<file path="src/rtl/bsr_ctrl_pkg.sv">
// Shared types and helpers for the boundary-scan chain controller.
package bsr_ctrl_pkg;

  typedef enum logic [2:0] {
    IDLE,
    SHIFT_IN,
    APPLY,
    SHIFT_OUT,
    DONE
  } bsr_ctrl_state_t;

  function automatic int cnt_width(input int n);
    return $clog2(n + 1);
  endfunction

endpackage

</file>
<file path="src/rtl/bsr_bit_counter.sv">
// Up-counter with clear/enable and a terminal-count compare,
// shared by the shift and apply phases of the scan controller.
module bsr_bit_counter
  import bsr_ctrl_pkg::*;
#(
  parameter int MAX_COUNT = 16,
  localparam int W = cnt_width(MAX_COUNT)
) (
  input  logic         clock,
  input  logic         reset,
  input  logic         clear,
  input  logic         enable,
  input  logic [W-1:0] term,
  output logic [W-1:0] count,
  output logic         at_term
);

  assign at_term = (count == term);

  always_ff @(posedge clock) begin
    if (reset || clear) begin
      count <= '0;
    end else if (enable) begin
      count <= count + 1'b1;
    end
  end

endmodule

</file>
<file path="src/rtl/bsr_scan_controller.sv">
// Boundary-scan chain master: load, apply, capture, unload.
// Define BSR_CTRL_COMPARE_EN to add the masked expected-vector compare.
module bsr_scan_controller
  import bsr_ctrl_pkg::*;
#(
  parameter int CHAIN_LEN    = 16,
  parameter int APPLY_CYCLES = 1
) (
  input  logic                 clock,
  input  logic                 reset,
  input  logic                 start,
  input  logic [CHAIN_LEN-1:0] vec_in,
`ifdef BSR_CTRL_COMPARE_EN
  input  logic [CHAIN_LEN-1:0] vec_exp,
  input  logic [CHAIN_LEN-1:0] vec_mask,
  output logic                 mismatch,
`endif
  output logic                 busy,
  output logic                 done,
  output logic [CHAIN_LEN-1:0] vec_out,
  output logic                 scan_sin,
  input  logic                 scan_sout,
  output logic                 scan_shift,
  output logic                 scan_testing
);

  localparam int MAXC =
    (CHAIN_LEN > APPLY_CYCLES) ? CHAIN_LEN : APPLY_CYCLES;
  localparam int CW = cnt_width(MAXC);

  bsr_ctrl_state_t state_q, state_n;

  logic [CW-1:0]        term;
  logic [CW-1:0]        count;
  logic                 at_term;
  logic                 cnt_en;
  logic                 cnt_clr;
  logic                 take;
  logic [CHAIN_LEN-1:0] load_q;
  logic [CHAIN_LEN-1:0] vec_next;
  logic                 busy_n;
  logic                 done_n;
  logic                 shift_n;
  logic                 testing_n;

  assign take     = (state_q == IDLE) && start;
  assign cnt_en   = state_q inside {SHIFT_IN, APPLY, SHIFT_OUT};
  assign cnt_clr  = take || (cnt_en && at_term);
  assign term     = (state_q == APPLY) ? CW'(APPLY_CYCLES - 1)
                                       : CW'(CHAIN_LEN - 1);
  assign vec_next = {vec_out[CHAIN_LEN-2:0], scan_sout};

  // Load register empties as it shifts, so sin idles at 0.
  assign scan_sin = load_q[CHAIN_LEN-1];

  bsr_bit_counter #(
    .MAX_COUNT(MAXC)
  ) u_cnt (
    .clock  (clock),
    .reset  (reset),
    .clear  (cnt_clr),
    .enable (cnt_en),
    .term   (term),
    .count  (count),
    .at_term(at_term)
  );

  always_ff @(posedge clock) begin
    if (reset) state_q <= IDLE;
    else       state_q <= state_n;
  end

  always_comb begin
    state_n = state_q;
    unique case (state_q)
      IDLE:      if (start)   state_n = SHIFT_IN;
      SHIFT_IN:  if (at_term) state_n = APPLY;
      APPLY:     if (at_term) state_n = SHIFT_OUT;
      SHIFT_OUT: if (at_term) state_n = DONE;
      DONE:                   state_n = IDLE;
      default:                state_n = IDLE;
    endcase
  end

  always_comb begin
    busy_n    = 1'b0;
    done_n    = 1'b0;
    shift_n   = 1'b0;
    testing_n = 1'b0;
    unique case (state_n)
      SHIFT_IN, SHIFT_OUT: begin
        busy_n    = 1'b1;
        shift_n   = 1'b1;
        testing_n = 1'b1;
      end
      APPLY: begin
        busy_n    = 1'b1;
        testing_n = 1'b1;
      end
      DONE:    done_n = 1'b1;
      default: ;
    endcase
  end

  always_ff @(posedge clock) begin
    if (reset) begin
      busy         <= 1'b0;
      done         <= 1'b0;
      scan_shift   <= 1'b0;
      scan_testing <= 1'b0;
      load_q       <= '0;
      vec_out      <= '0;
    end else begin
      busy         <= busy_n;
      done         <= done_n;
      scan_shift   <= shift_n;
      scan_testing <= testing_n;
      if (take)
        load_q <= vec_in;
      else if (state_q == SHIFT_IN)
        load_q <= load_q << 1;
      if (state_q == SHIFT_OUT)
        vec_out <= vec_next;
    end
  end

`ifdef BSR_CTRL_COMPARE_EN
  logic [CHAIN_LEN-1:0] exp_q;
  logic [CHAIN_LEN-1:0] mask_q;

  always_ff @(posedge clock) begin
    if (reset) begin
      exp_q    <= '0;
      mask_q   <= '0;
      mismatch <= 1'b0;
    end else begin
      if (take) begin
        exp_q  <= vec_exp;
        mask_q <= vec_mask;
      end
      if (state_q == SHIFT_OUT && at_term)
        mismatch <= |((vec_next ^ exp_q) & mask_q);
    end
  end
`endif

endmodule

</file>
<file path="config.mk">
export PLATFORM = sky130hd
export DESIGN_NAME = bsr_scan_controller
export DESIGN_NICKNAME = d
export VERILOG_FILES = /design/src/rtl/bsr_ctrl_pkg.sv /design/src/rtl/bsr_bit_counter.sv /design/src/rtl/bsr_scan_controller.sv
export SDC_FILE = /design/constraint.sdc
export NUM_CORES = 1
export LEC_CHECK = 0
export CORE_ASPECT_RATIO = 1.75
export CORE_MARGIN = 2
export CORE_UTILIZATION = 44
export DETAILED_ROUTE_END_ITERATION = 6
export GPL_TIMING_DRIVEN = 0
export PLACE_DENSITY = 0.72
export SYNTH_ARGS = -nofsm -noshare
export SYNTH_HDL_FRONTEND = slang
export SYNTH_SLANG_ARGS = --single-unit
</file>
<file path="constraint.sdc">
create_clock -name clock -period 1.22 [get_ports clock]
set_input_delay 0.244 -clock clock [delete_from_list [all_inputs] [get_ports clock]]
set_output_delay 0.244 -clock clock [all_outputs]
set_load 0.1 [all_outputs]
</file>
==> flow_summary.html, run 1 <==
<table>
<tr><th>Metric</th><th>Value</th></tr>
<tr><th colspan="2">Outcome</th></tr>
<tr><td>Run status</td><td>complete, but fails checks</td></tr>
<tr><td>Violations in the final reports</td><td>negative setup slack</td></tr>
<tr><th colspan="2">Critical path</th></tr>
<tr><td>Crit Reg-Reg Endpoint</td><td>load_q[8]$_SDFFE_PP0P_</td></tr>
<tr><td>Cell family contributing the most delay on the critical path</td><td>buffers and inverters</td></tr>
<tr><td>Flop-to-flop setup slack</td><td>-180 ps</td></tr>
<tr><td>Combined buffer and inverter count along the critical path</td><td>3</td></tr>
<tr><td>CP most frequent cell</td><td>buf_6</td></tr>
<tr><td>CP Launch Point</td><td>state_q[1]$_SDFF_PP0_</td></tr>
<tr><td>Critical path type</td><td>reg -&gt; reg</td></tr>
<tr><td>Data arrival time of the critical path</td><td>1560 ps</td></tr>
<tr><td>Longest individual stage delay on the worst path</td><td>340 ps</td></tr>
<tr><td>Peak fanout along the critical path</td><td>5</td></tr>
<tr><td>Slowest library cell on the worst path</td><td>dfxtp_2</td></tr>
<tr><td>Endpoint required time on the critical path</td><td>1380 ps</td></tr>
<tr><td>Critical Path Sink Type</td><td>flip-flop</td></tr>
<tr><td>Logic depth of the worst register-to-register path</td><td>6</td></tr>
<tr><td>Critical Path Source Type</td><td>flip-flop</td></tr>
<tr><td>Critical R2R Launch</td><td>state_q[1]$_SDFF_PP0_</td></tr>
<tr><td>Cell-by-cell trace of the critical path</td><td>buf_6, nor3b_4, buf_6, buf_16, mux2i_1, a211oi_1</td></tr>
<tr><th colspan="2">Placement</th></tr>
<tr><td>Pre-CTS worst setup slack</td><td>-596 ps</td></tr>
<tr><td>Half-perimeter wire length of the detailed placement result</td><td>2720 um</td></tr>
<tr><td>Count of input and output buffers</td><td>40</td></tr>
<tr><td>Routability congestion estimate</td><td>0.761</td></tr>
<tr><th colspan="2">Cells and area</th></tr>
<tr><td>Most frequent cells in the layout</td><td>buf_4 (42), nand2_1 (33), clkdlybuf4s50_1 (19), dfxtp_2 (19), dfxtp_1 (18)</td></tr>
<tr><td>Post-layout nets</td><td>282</td></tr>
<tr><td>Most common cell after layout, fill and taps aside</td><td>buf_4</td></tr>
<tr><td>Antenna fix cells</td><td>0</td></tr>
<tr><td>Share of cells above drive strength 1</td><td>44.3%</td></tr>
<tr><td>Area growth syn-to-layout</td><td>54.8%</td></tr>
<tr><th colspan="2">STA</th></tr>
<tr><td>Final hold violation count</td><td>0</td></tr>
<tr><td>Highest Clock Rate</td><td>714 MHz</td></tr>
<tr><td>Final hold slack</td><td>457 ps</td></tr>
<tr><td>Min cycle time layout</td><td>1400 ps</td></tr>
<tr><td>RSZ-0062 raised after global routing</td><td>true</td></tr>
<tr><td>Number of pins with negative max-slew slack in the final report</td><td>0</td></tr>
<tr><td>Slew headroom</td><td>63.7%</td></tr>
<tr><td>Count of final setup violators</td><td>25</td></tr>
<tr><td>Min setup slack post-route</td><td>-181 ps</td></tr>
<tr><td>Worst-Margin Slew</td><td>544 ps</td></tr>
<tr><td>Share of the cycle needed by the critical path after routing</td><td>115%</td></tr>
<tr><td>Post-Route Skew</td><td>8.85 ps</td></tr>
<tr><th colspan="2">Routing</th></tr>
<tr><td>Number of DRC violations after detailed-routing iteration 0</td><td>40</td></tr>
<tr><td>Remaining DRCs</td><td>0</td></tr>
<tr><td>Number of optimization iterations in the first detailed-route pass</td><td>4</td></tr>
<tr><td>Antenna-violating nets left</td><td>0</td></tr>
<tr><td>Per-cell via count in the routed design</td><td>5.33</td></tr>
<tr><td>Post-detailed-route wirelength per cell</td><td>15.5 um</td></tr>
<tr><td>Detailed Route WL</td><td>4790 um</td></tr>
<tr><td>Total number of vias</td><td>1651</td></tr>
<tr><th colspan="2">Global route</th></tr>
<tr><td>Pin count of the biggest net entering global routing</td><td>19</td></tr>
<tr><td>GR met1 Demand/Resource</td><td>23.0%</td></tr>
<tr><td>Via count of the first global-routing pass</td><td>1620</td></tr>
<tr><td>First-pass GRT wire length</td><td>7120 um</td></tr>
<tr><td>Highest-utilization routing layer at the global route stage</td><td>met2</td></tr>
<tr><td>Met2 demand-to-capacity share in global routing</td><td>37.2%</td></tr>
<tr><td>Global-route track usage on met3</td><td>3.24%</td></tr>
<tr><td>Total routing resource utilization after global routing</td><td>20.4%</td></tr>
<tr><td>Residual overflow from global routing</td><td>0</td></tr>
<tr><td>Antenna violations before repair</td><td>0</td></tr>
<tr><th colspan="2">Yosys</th></tr>
<tr><td>Per-instance average area after synthesis</td><td>9.16 um2</td></tr>
<tr><td>Fraction of the yosys area taken by sequential cells</td><td>48.4%</td></tr>
<tr><td>Syn Inst Count</td><td>194</td></tr>
<tr><td>Yosys warning total</td><td>0</td></tr>
<tr><td>Number of register bits inferred by synthesis</td><td>43</td></tr>
<tr><td>Post-synthesis cell area</td><td>1780 um2</td></tr>
<tr><td>Number of distinct standard cells referenced by the synthesized netlist</td><td>33</td></tr>
<tr><td>Syn nets</td><td>215</td></tr>
<tr><th colspan="2">Worst hold path</th></tr>
<tr><td>Hold-critical path endpoint</td><td>vec_out[15]$_SDFFE_PP0N_</td></tr>
<tr><td>Worst hold path class</td><td>reg -&gt; reg</td></tr>
<tr><td>Min-delay src</td><td>vec_out[15]$_SDFFE_PP0N_</td></tr>
<tr><td>Worst hold stages</td><td>2</td></tr>
<tr><th colspan="2">Floorplanning</th></tr>
<tr><td>CORE AREA</td><td>3870 um2</td></tr>
<tr><td>Die height</td><td>88.1 um</td></tr>
<tr><td>Number of rows in the core area</td><td>30</td></tr>
<tr><td>Area of the die</td><td>4590 um2</td></tr>
<tr><td>Io pins</td><td>41</td></tr>
<tr><td>Die X-Extent</td><td>52.1 um</td></tr>
<tr><td>Starting density of the core</td><td>46.0%</td></tr>
<tr><th colspan="2">Clock tree</th></tr>
<tr><td>TritonCTS clock tree</td><td>yes</td></tr>
<tr><td># hold bufs at CTS</td><td>0</td></tr>
<tr><td>Buffer levels on the longest clock path</td><td>2</td></tr>
<tr><td>Source-to-sink clock delay at the later pin of the worst-skew pair</td><td>290 ps</td></tr>
<tr><td>Clock transition at path regs</td><td>80 ps</td></tr>
<tr><td>Number of sinks handled by clock tree synthesis</td><td>43</td></tr>
<tr><td>H-tree levels</td><td>2</td></tr>
<tr><td>Cell at the root of the clock tree</td><td>clkbuf_8</td></tr>
<tr><td>Cts bufs inserted</td><td>5</td></tr>
<tr><th colspan="2">Power</th></tr>
<tr><td>Final Total Pwr</td><td>3.18 mW</td></tr>
<tr><td>Highest ir drop seen on vdd</td><td>0.000968 V</td></tr>
<tr><td>Leak Pwr</td><td>1.04 nW</td></tr>
<tr><td>Pwr/cell area</td><td>1160 nW/um2</td></tr>
<tr><th colspan="2">Job</th></tr>
<tr><td>Max-cap violations</td><td>0</td></tr>
</table>
power breakdown:
group	internal, mW	total [mW]	switching [mW]
registers	1.46	1.51	0.0504
logic	0.284	0.573	0.289
clock network	0.609	1.10	0.489
total	2.35	3.18	0.829
logic make-up after synthesis:
| kind of cell | after synthesis | share of synthesized area [%] |
|---|---|---|
| DFF | 43 | 48.4 |
| AOI/OAI and AO/OA | 39 | 14.1 |
| buffers and inverters | 15 | 5.49 |
| muxes | 16 | 9.01 |
| adders and majority gates | 1 | 0.704 |
| and+or+nand+nor | 75 | 19.8 |
| xor gates and xnor gates | 5 | 2.46 |
worst max path at each step:
stage,slack [ps],to,cells after the start
after floorplan,-60,load_q[15]$_SDFFE_PP0P_,6
after global placement,-600,scan_shift$_SDFF_PP0_,4
after detailed placement,-600,state_q[1]$_SDFF_PP0_,4
after CTS,-130,load_q[12]$_SDFFE_PP0P_,6
after global routing,-260,load_q[7]$_SDFFE_PP0P_,6
final,-180,load_q[8]$_SDFFE_PP0P_,6
through the flow:
stage | setup TNS, ps | area (um2) | std cells | utilization [%]
after global routing | -5260 | 2750 | 310 | 71.2
final | -2700 | 2750 | 310 | 71.2
after global placement | -27040 | 2280 | 282 | 58.9
after floorplan | -515 | 1820 | 194 | -
after CTS | -1380 | 2550 | 300 | 66.0
after detailed placement | -27250 | 2280 | 282 | 58.9
repair_timing:
item | in CTS | in global routing
pin swaps | 16 | 21
cloned | 1 | 0
gates resized for setup | 162 | 29
setup endpoints to repair | 63 | 43
setup buffers | 12 | 12
layer usage:
layer,share of wire [%],vias up
li1,-,817
met1,39,788
met2,57,38
met3,2.4,8
met4,1.9,0
met5,0,-
synth_stat cells:
| cell | instances | area share [%] |
|---|---|---|
| nor3_1 | 6 | 1.7 |
| nor3b_2 | 2 | 1.4 |
| o21ba_2 | 1 | 0.56 |
| nand3_1 | 1 | 0.28 |
| buf_12 | 1 | 1.1 |
| or2_2 | 1 | 0.35 |
| nand2b_1 | 1 | 0.35 |
| nand3b_1 | 1 | 0.42 |
| a22oi_1 | 1 | 0.42 |
| nand4b_1 | 1 | 0.49 |
| nand2_1 | 34 | 7.2 |
| a31oi_1 | 2 | 0.70 |
| clkbuf_1 | 5 | 1.1 |
| nor2b_1 | 1 | 0.35 |
| a21o_1 | 1 | 0.42 |
| nor4_1 | 3 | 1.1 |
| a211oi_1 | 15 | 6.3 |
| xor2_1 | 3 | 1.5 |
| nor4b_2 | 1 | 0.84 |
| nor2_1 | 19 | 4.0 |
| and2_1 | 1 | 0.35 |
| buf_1 | 1 | 0.21 |
| ha_1 | 1 | 0.70 |
| xnor2_1 | 2 | 0.99 |
| o21ai_0 | 1 | 0.28 |
| nand4_1 | 3 | 1.1 |
| dfxtp_1 | 43 | 48 |
| a2111oi_1 | 1 | 0.56 |
| buf_6 | 2 | 1.3 |
| buf_4 | 1 | 0.42 |
| mux2i_1 | 16 | 9.0 |
| buf_2 | 5 | 1.4 |
| a21oi_1 | 17 | 4.8 |
worst min-delay path: stages (launching register included):
cell     delay, ps
dfxtp_2        320
nand2_1         50
a21oi_1         50
cell type report:
cell class	count	area, um2
Buffer	12	108
Clock buffer	5	68.8
Clock inverter	3	43.8
Fill cell	303	1110
Multi-Input combinational cell	136	1010
Sequential cell	43	907
Tap cell	48	60.1
Timing Repair Buffer	63	556
registers in the layout, indices dropped and copies added, names as in the netlist:
signal	count
load_q	16
scan_shift	1
scan_testing	1
state_q	3
done	1
u_cnt.count	5
vec_out	16
No activity file was read; power rests on OpenSTA's default activity.
==> run 2: changes to the inputs <==
--- a/config.mk
+++ b/config.mk
@@ -13,4 +13,5 @@
 export PLACE_DENSITY = 0.72
 export SYNTH_ARGS = -nofsm -noshare
 export SYNTH_HDL_FRONTEND = slang
+export SYNTH_HIERARCHICAL = 1
 export SYNTH_SLANG_ARGS = --single-unit
==> run 2 against run 1 <==
- the flow still finishes with violations (negative setup slack)
- sequential share of layout area is 4.8 points lower
- cell count is 8.4% higher
- area after synthesis is 2.8% higher
- power fell by 5.4%
- register-to-register slack got worse by 570 ps
- maximum frequency down 29%
- sequential power about the same
- via count grew 9.8%
- flip-flop and latch count stayed put
- die area is 2.6% higher
- largest cell class unchanged
- highest routed layer unchanged
==> flow_summary.html, run 2 <==
<table>
<tr><th>Metric</th><th>Value</th></tr>
<tr><th colspan="2">STA</th></tr>
<tr><td>Final hold violation count</td><td>0 (unchanged)</td></tr>
<tr><td>RSZ-0062 raised after global routing</td><td>true</td></tr>
<tr><td>Min setup slack post-route</td><td>-752 ps (-571 ps)</td></tr>
<tr><td>Share of the cycle needed by the critical path after routing</td><td>162% (+47 points)</td></tr>
<tr><td>Number of pins with negative max-slew slack in the final report</td><td>0 (unchanged)</td></tr>
<tr><td>Final hold slack</td><td>424 ps (-32.9 ps)</td></tr>
<tr><td>Min cycle time layout</td><td>1970 ps (+571 ps)</td></tr>
<tr><td>Post-Route Skew</td><td>10.8 ps (+1.96 ps)</td></tr>
<tr><td>Count of final setup violators</td><td>43 (+72%)</td></tr>
<tr><td>Aggregate negative setup slack</td><td>-20940 ps (-18230 ps)</td></tr>
<tr><td>Slew headroom</td><td>58.3% (-5.5 points)</td></tr>
<tr><td>Worst-Margin Slew</td><td>626 ps (+81.9 ps)</td></tr>
<tr><td>Highest Clock Rate</td><td>507 MHz (-29%)</td></tr>
<tr><th colspan="2">Routing</th></tr>
<tr><td>Detailed Route WL</td><td>5370 um (+12%)</td></tr>
<tr><td>Antenna-violating nets left</td><td>0 (unchanged)</td></tr>
<tr><td>Number of optimization iterations in the first detailed-route pass</td><td>4 (unchanged)</td></tr>
<tr><td>Post-detailed-route wirelength per cell</td><td>16.0 um (+3.3%)</td></tr>
<tr><td>Per-cell via count in the routed design</td><td>5.39 (+1.3%)</td></tr>
<tr><td>Remaining DRCs</td><td>0 (unchanged)</td></tr>
<tr><td>Number of DRC violations after detailed-routing iteration 0</td><td>25 (-38%)</td></tr>
<tr><td>Total number of vias</td><td>1812 (+9.8%)</td></tr>
<tr><th colspan="2">Cells and area</th></tr>
<tr><td>Register Area</td><td>888 um2 (-2.1%)</td></tr>
<tr><td>Most frequent cells in the layout</td><td>buf_6 (31), nand2_2 (29), dfxtp_1 (23)</td></tr>
<tr><td>Finished Core Util</td><td>77.5% (+6.3 points)</td></tr>
<tr><td>Leading registers by flop count</td><td>load_q (16), vec_out (16), u_cnt/count (5)</td></tr>
<tr><td>Area growth syn-to-layout</td><td>72.6%</td></tr>
<tr><td>Antenna fix cells</td><td>0 (unchanged)</td></tr>
<tr><td>Post-route cell area</td><td>3150 um2 (+15%)</td></tr>
<tr><td>Most common cell after layout, fill and taps aside</td><td>buf_6</td></tr>
<tr><td>Share of cells above drive strength 1</td><td>62.4% (+18 points)</td></tr>
<tr><td>Multi-input combinational cell area</td><td>1300 um2 (+29%)</td></tr>
<tr><td>Post-layout nets</td><td>307 (+8.9%)</td></tr>
<tr><td>Number of fill cells in the layout</td><td>264 (-13%)</td></tr>
<tr><th colspan="2">Clock tree</th></tr>
<tr><td>Buffer levels on the longest clock path</td><td>2 (unchanged)</td></tr>
<tr><td>Cell at the root of the clock tree</td><td>clkbuf_8</td></tr>
<tr><td>H-tree levels</td><td>2 (unchanged)</td></tr>
<tr><td>Cts bufs inserted</td><td>5 (unchanged)</td></tr>
<tr><td>TritonCTS clock tree</td><td>yes</td></tr>
<tr><td># hold bufs at CTS</td><td>0 (unchanged)</td></tr>
<tr><td>Clock transition at path regs</td><td>90 ps (about the same)</td></tr>
<tr><td>Source-to-sink clock delay at the later pin of the worst-skew pair</td><td>310 ps (+20 ps)</td></tr>
<tr><td>Number of sinks handled by clock tree synthesis</td><td>43 (unchanged)</td></tr>
<tr><th colspan="2">Floorplanning</th></tr>
<tr><td>CORE AREA</td><td>4070 um2 (+5.3%)</td></tr>
<tr><td>Io pins</td><td>41 (unchanged)</td></tr>
<tr><td>Starting density of the core</td><td>44.9% (-1.1 points)</td></tr>
<tr><td>Die height</td><td>89.3 um (+1.3%)</td></tr>
<tr><td>Number of rows in the core area</td><td>31 (+3.3%)</td></tr>
<tr><td>Area of the die</td><td>4710 um2 (+2.6%)</td></tr>
<tr><td>Die X-Extent</td><td>52.7 um (+1.3%)</td></tr>
<tr><th colspan="2">Global route</th></tr>
<tr><td>Pin count of the biggest net entering global routing</td><td>16 (-3)</td></tr>
<tr><td>Residual overflow from global routing</td><td>0 (unchanged)</td></tr>
<tr><td>Antenna violations before repair</td><td>0 (unchanged)</td></tr>
<tr><td>Via count of the first global-routing pass</td><td>1731 (+6.9%)</td></tr>
<tr><td>Total routing resource utilization after global routing</td><td>23.8% (+3.4 points)</td></tr>
<tr><td>First-pass GRT wire length</td><td>8190 um (+15%)</td></tr>
<tr><th colspan="2">Yosys</th></tr>
<tr><td>Number of distinct standard cells referenced by the synthesized netlist</td><td>30 (-9.1%)</td></tr>
<tr><td>Share of the synthesized area in the top cell type</td><td>47.1% (-1.3 points)</td></tr>
<tr><td>Per-instance average area after synthesis</td><td>8.39 um2 (-8.5%)</td></tr>
<tr><td>Number of flops mapped to enable cells by yosys</td><td>0 (unchanged)</td></tr>
<tr><td>Cell type with the highest aggregate area in the netlist</td><td>dfxtp_1</td></tr>
<tr><td>Most instantiated library cell after synthesis</td><td>nand2_1</td></tr>
<tr><td>Most frequent cells after synthesis</td><td>nand2_1 (65), dfxtp_1 (43), a21oi_1 (32)</td></tr>
<tr><td>Asr flop ratio synth</td><td>0% (unchanged)</td></tr>
<tr><td>Most instantiated flip-flop cell in the synthesis netlist</td><td>dfxtp_1</td></tr>
<tr><td>Syn Inst Count</td><td>218 (+12%)</td></tr>
<tr><td>Post-synthesis cell area</td><td>1830 um2 (+2.8%)</td></tr>
<tr><td>Yosys warning total</td><td>6 (+6)</td></tr>
<tr><td>Number of register bits inferred by synthesis</td><td>43 (unchanged)</td></tr>
<tr><td>Area contributors post-synth</td><td>dfxtp_1 (47%), nand2_1 (13%), a21oi_1 (8.8%)</td></tr>
<tr><td>Fraction of the yosys area taken by sequential cells</td><td>47.1% (-1.3 points)</td></tr>
<tr><td>Syn nets</td><td>239 (+11%)</td></tr>
<tr><th colspan="2">Critical path</th></tr>
<tr><td>Data arrival time of the critical path</td><td>2170 ps (+610 ps)</td></tr>
<tr><td>Critical Path Source Type</td><td>flip-flop</td></tr>
<tr><td>CP Launch Point</td><td>state_q[0]$_SDFF_PP0_</td></tr>
<tr><td>Capturing element of the worst setup path</td><td>u_cnt/count[0]$_SDFFE_PP0P_</td></tr>
<tr><td>Slowest library cell on the worst path</td><td>or3b_4</td></tr>
<tr><td>Critical Path Sink Type</td><td>flip-flop</td></tr>
<tr><td>Cell-by-cell trace of the critical path</td><td>buf_6, or3b_4, xnor2_2, nand3_2, nor3_4, buf_4, buf_6, a21o_4, nor3_1</td></tr>
<tr><td>Flop-to-flop setup slack</td><td>-750 ps (-570 ps)</td></tr>
<tr><td>Endpoint required time on the critical path</td><td>1410 ps (+30 ps)</td></tr>
<tr><td>Logic depth of the worst register-to-register path</td><td>9 (+3)</td></tr>
<tr><td>Critical path type</td><td>reg -&gt; reg</td></tr>
<tr><td>Peak fanout along the critical path</td><td>5 (unchanged)</td></tr>
<tr><td>Crit Reg-Reg Endpoint</td><td>u_cnt/count[0]$_SDFFE_PP0P_</td></tr>
<tr><td>Critical R2R Launch</td><td>state_q[0]$_SDFF_PP0_</td></tr>
<tr><td>Longest individual stage delay on the worst path</td><td>460 ps (+120 ps)</td></tr>
<tr><td>CP most frequent cell</td><td>buf_6</td></tr>
<tr><th colspan="2">Power</th></tr>
<tr><td>Highest ir drop seen on vdd</td><td>0.000947 V (-2.2%)</td></tr>
<tr><td>Pwr/cell area</td><td>954 nW/um2 (-17%)</td></tr>
<tr><td>Leak Pwr</td><td>1.41 nW (+35%)</td></tr>
<tr><td>Final Total Pwr</td><td>3.01 mW (-5.4%)</td></tr>
<tr><th colspan="2">Outcome</th></tr>
<tr><td>Violations in the final reports</td><td>negative setup slack</td></tr>
<tr><td>Run status</td><td>complete, but fails checks</td></tr>
<tr><th colspan="2">Placement</th></tr>
<tr><td>Half-perimeter wire length of the detailed placement result</td><td>2780 um (+2.4%)</td></tr>
<tr><td>Count of input and output buffers</td><td>40 (unchanged)</td></tr>
<tr><td>Area of placed instances</td><td>2340 um2 (+2.8%)</td></tr>
<tr><td>Routability congestion estimate</td><td>0.742 (-2.5%)</td></tr>
<tr><th colspan="2">Job</th></tr>
<tr><td>Max-cap violations</td><td>0 (unchanged)</td></tr>
<tr><th colspan="2">Worst hold path</th></tr>
<tr><td>Worst hold stages</td><td>2 (unchanged)</td></tr>
<tr><td>Worst hold path class</td><td>in -&gt; reg</td></tr>
</table>
run 2: cell types whose count changed in the layout (fill, tap and decap cells not counted), moves of 12 or more:
cell      before  now
nand2_1       33   16
nand2_2        0   29
nor2_1        16    2
mux2i_1       13    1
buf_6          7   31
nand2_4        0   20
a21oi_2        2   16
a211oi_1      12    0
buf_4         42   15
run 2: final cells by class:
type                            instances  share of cell area [%]
Buffer                                 17                    4.48
Clock buffer                            5                    2.18
Clock inverter                          3                   0.714
Multi-Input combinational cell        156                    41.2
Sequential cell                        43                    28.2
Tap cell                               49                    1.94
Timing Repair Buffer                   63                    21.3
run 2: through the flow:
| stage | setup WS [ps] | std cells |
|---|---|---|
| 6_report | -752 | 336 |
| 3_5_place_dp | -893 | 307 |
| 4_1_cts | -639 | 333 |
| 3_3_place_gp | -920 | 307 |
| 2_1_floorplan | -519 | 218 |
| 5_1_grt | -808 | 336 |
run 2: cell families (layout without fill, tap and decap cells):
family	count (synthesis)	count (layout)	share of synthesized area, %
fa+ha+maj	1	1	0.684
simple gates	91	91	22.9
compound gates	51	51	17.6
flops	43	43	47.1
other cells	1	1	0.205
xor+xnor	10	10	4.79
buf+inv	19	88	5.61
mux	2	2	1.16
run 2: worst min-delay path by stage:
| stage | slack (ps) | start | end |
|---|---|---|---|
| after CTS | 430 | reset | u_cnt/count[2]$_SDFFE_PP0P_ |
| after floorplan | 320 | reset | u_cnt/count[0]$_SDFFE_PP0P_ |
| after global routing | 440 | reset | u_cnt/count[3]$_SDFFE_PP0P_ |
| after detailed placement | 450 | vec_out[10]$_SDFFE_PP0N_ | vec_out[11]$_SDFFE_PP0N_ |
| final | 420 | reset | u_cnt/count[3]$_SDFFE_PP0P_ |
| after global placement | 440 | vec_out[15]$_SDFFE_PP0N_ | vec_out[15]$_SDFFE_PP0N_ |
run 2: repair_timing:
item                                   4_1_cts  5_1_grt
buffers inserted                            17        8
endpoints found under the hold margin        0        0
gates cloned                                 2        2
pin swaps                                   24       49
gates resized for setup                    197       94
setup endpoints to repair                   64       54
run 2: per-layer routing:
layer	GRT usage (%)	vias to the layer above	wire [um]
met5	0	-	0
met4	10.5	0	100
met3	4.35	8	116
met2	42.5	34	3190
met1	26.9	883	1960
li1	-	887	-
run 2: worst max-delay path: cells and delay by family (launching register included):
kind / cells / cell delay (ps)
flip-flops: 1 / 330
buffers and inverters: 3 / 360
AND/OR/NAND/NOR: 4 / 870
XOR/XNOR: 1 / 160
AO/OA/AOI/OAI: 1 / 140
run 2: power breakdown:
part	internal [mW]	switching, mW
combinational	0.246	0.294
clock	0.412	0.560
sequential	1.46	0.0402
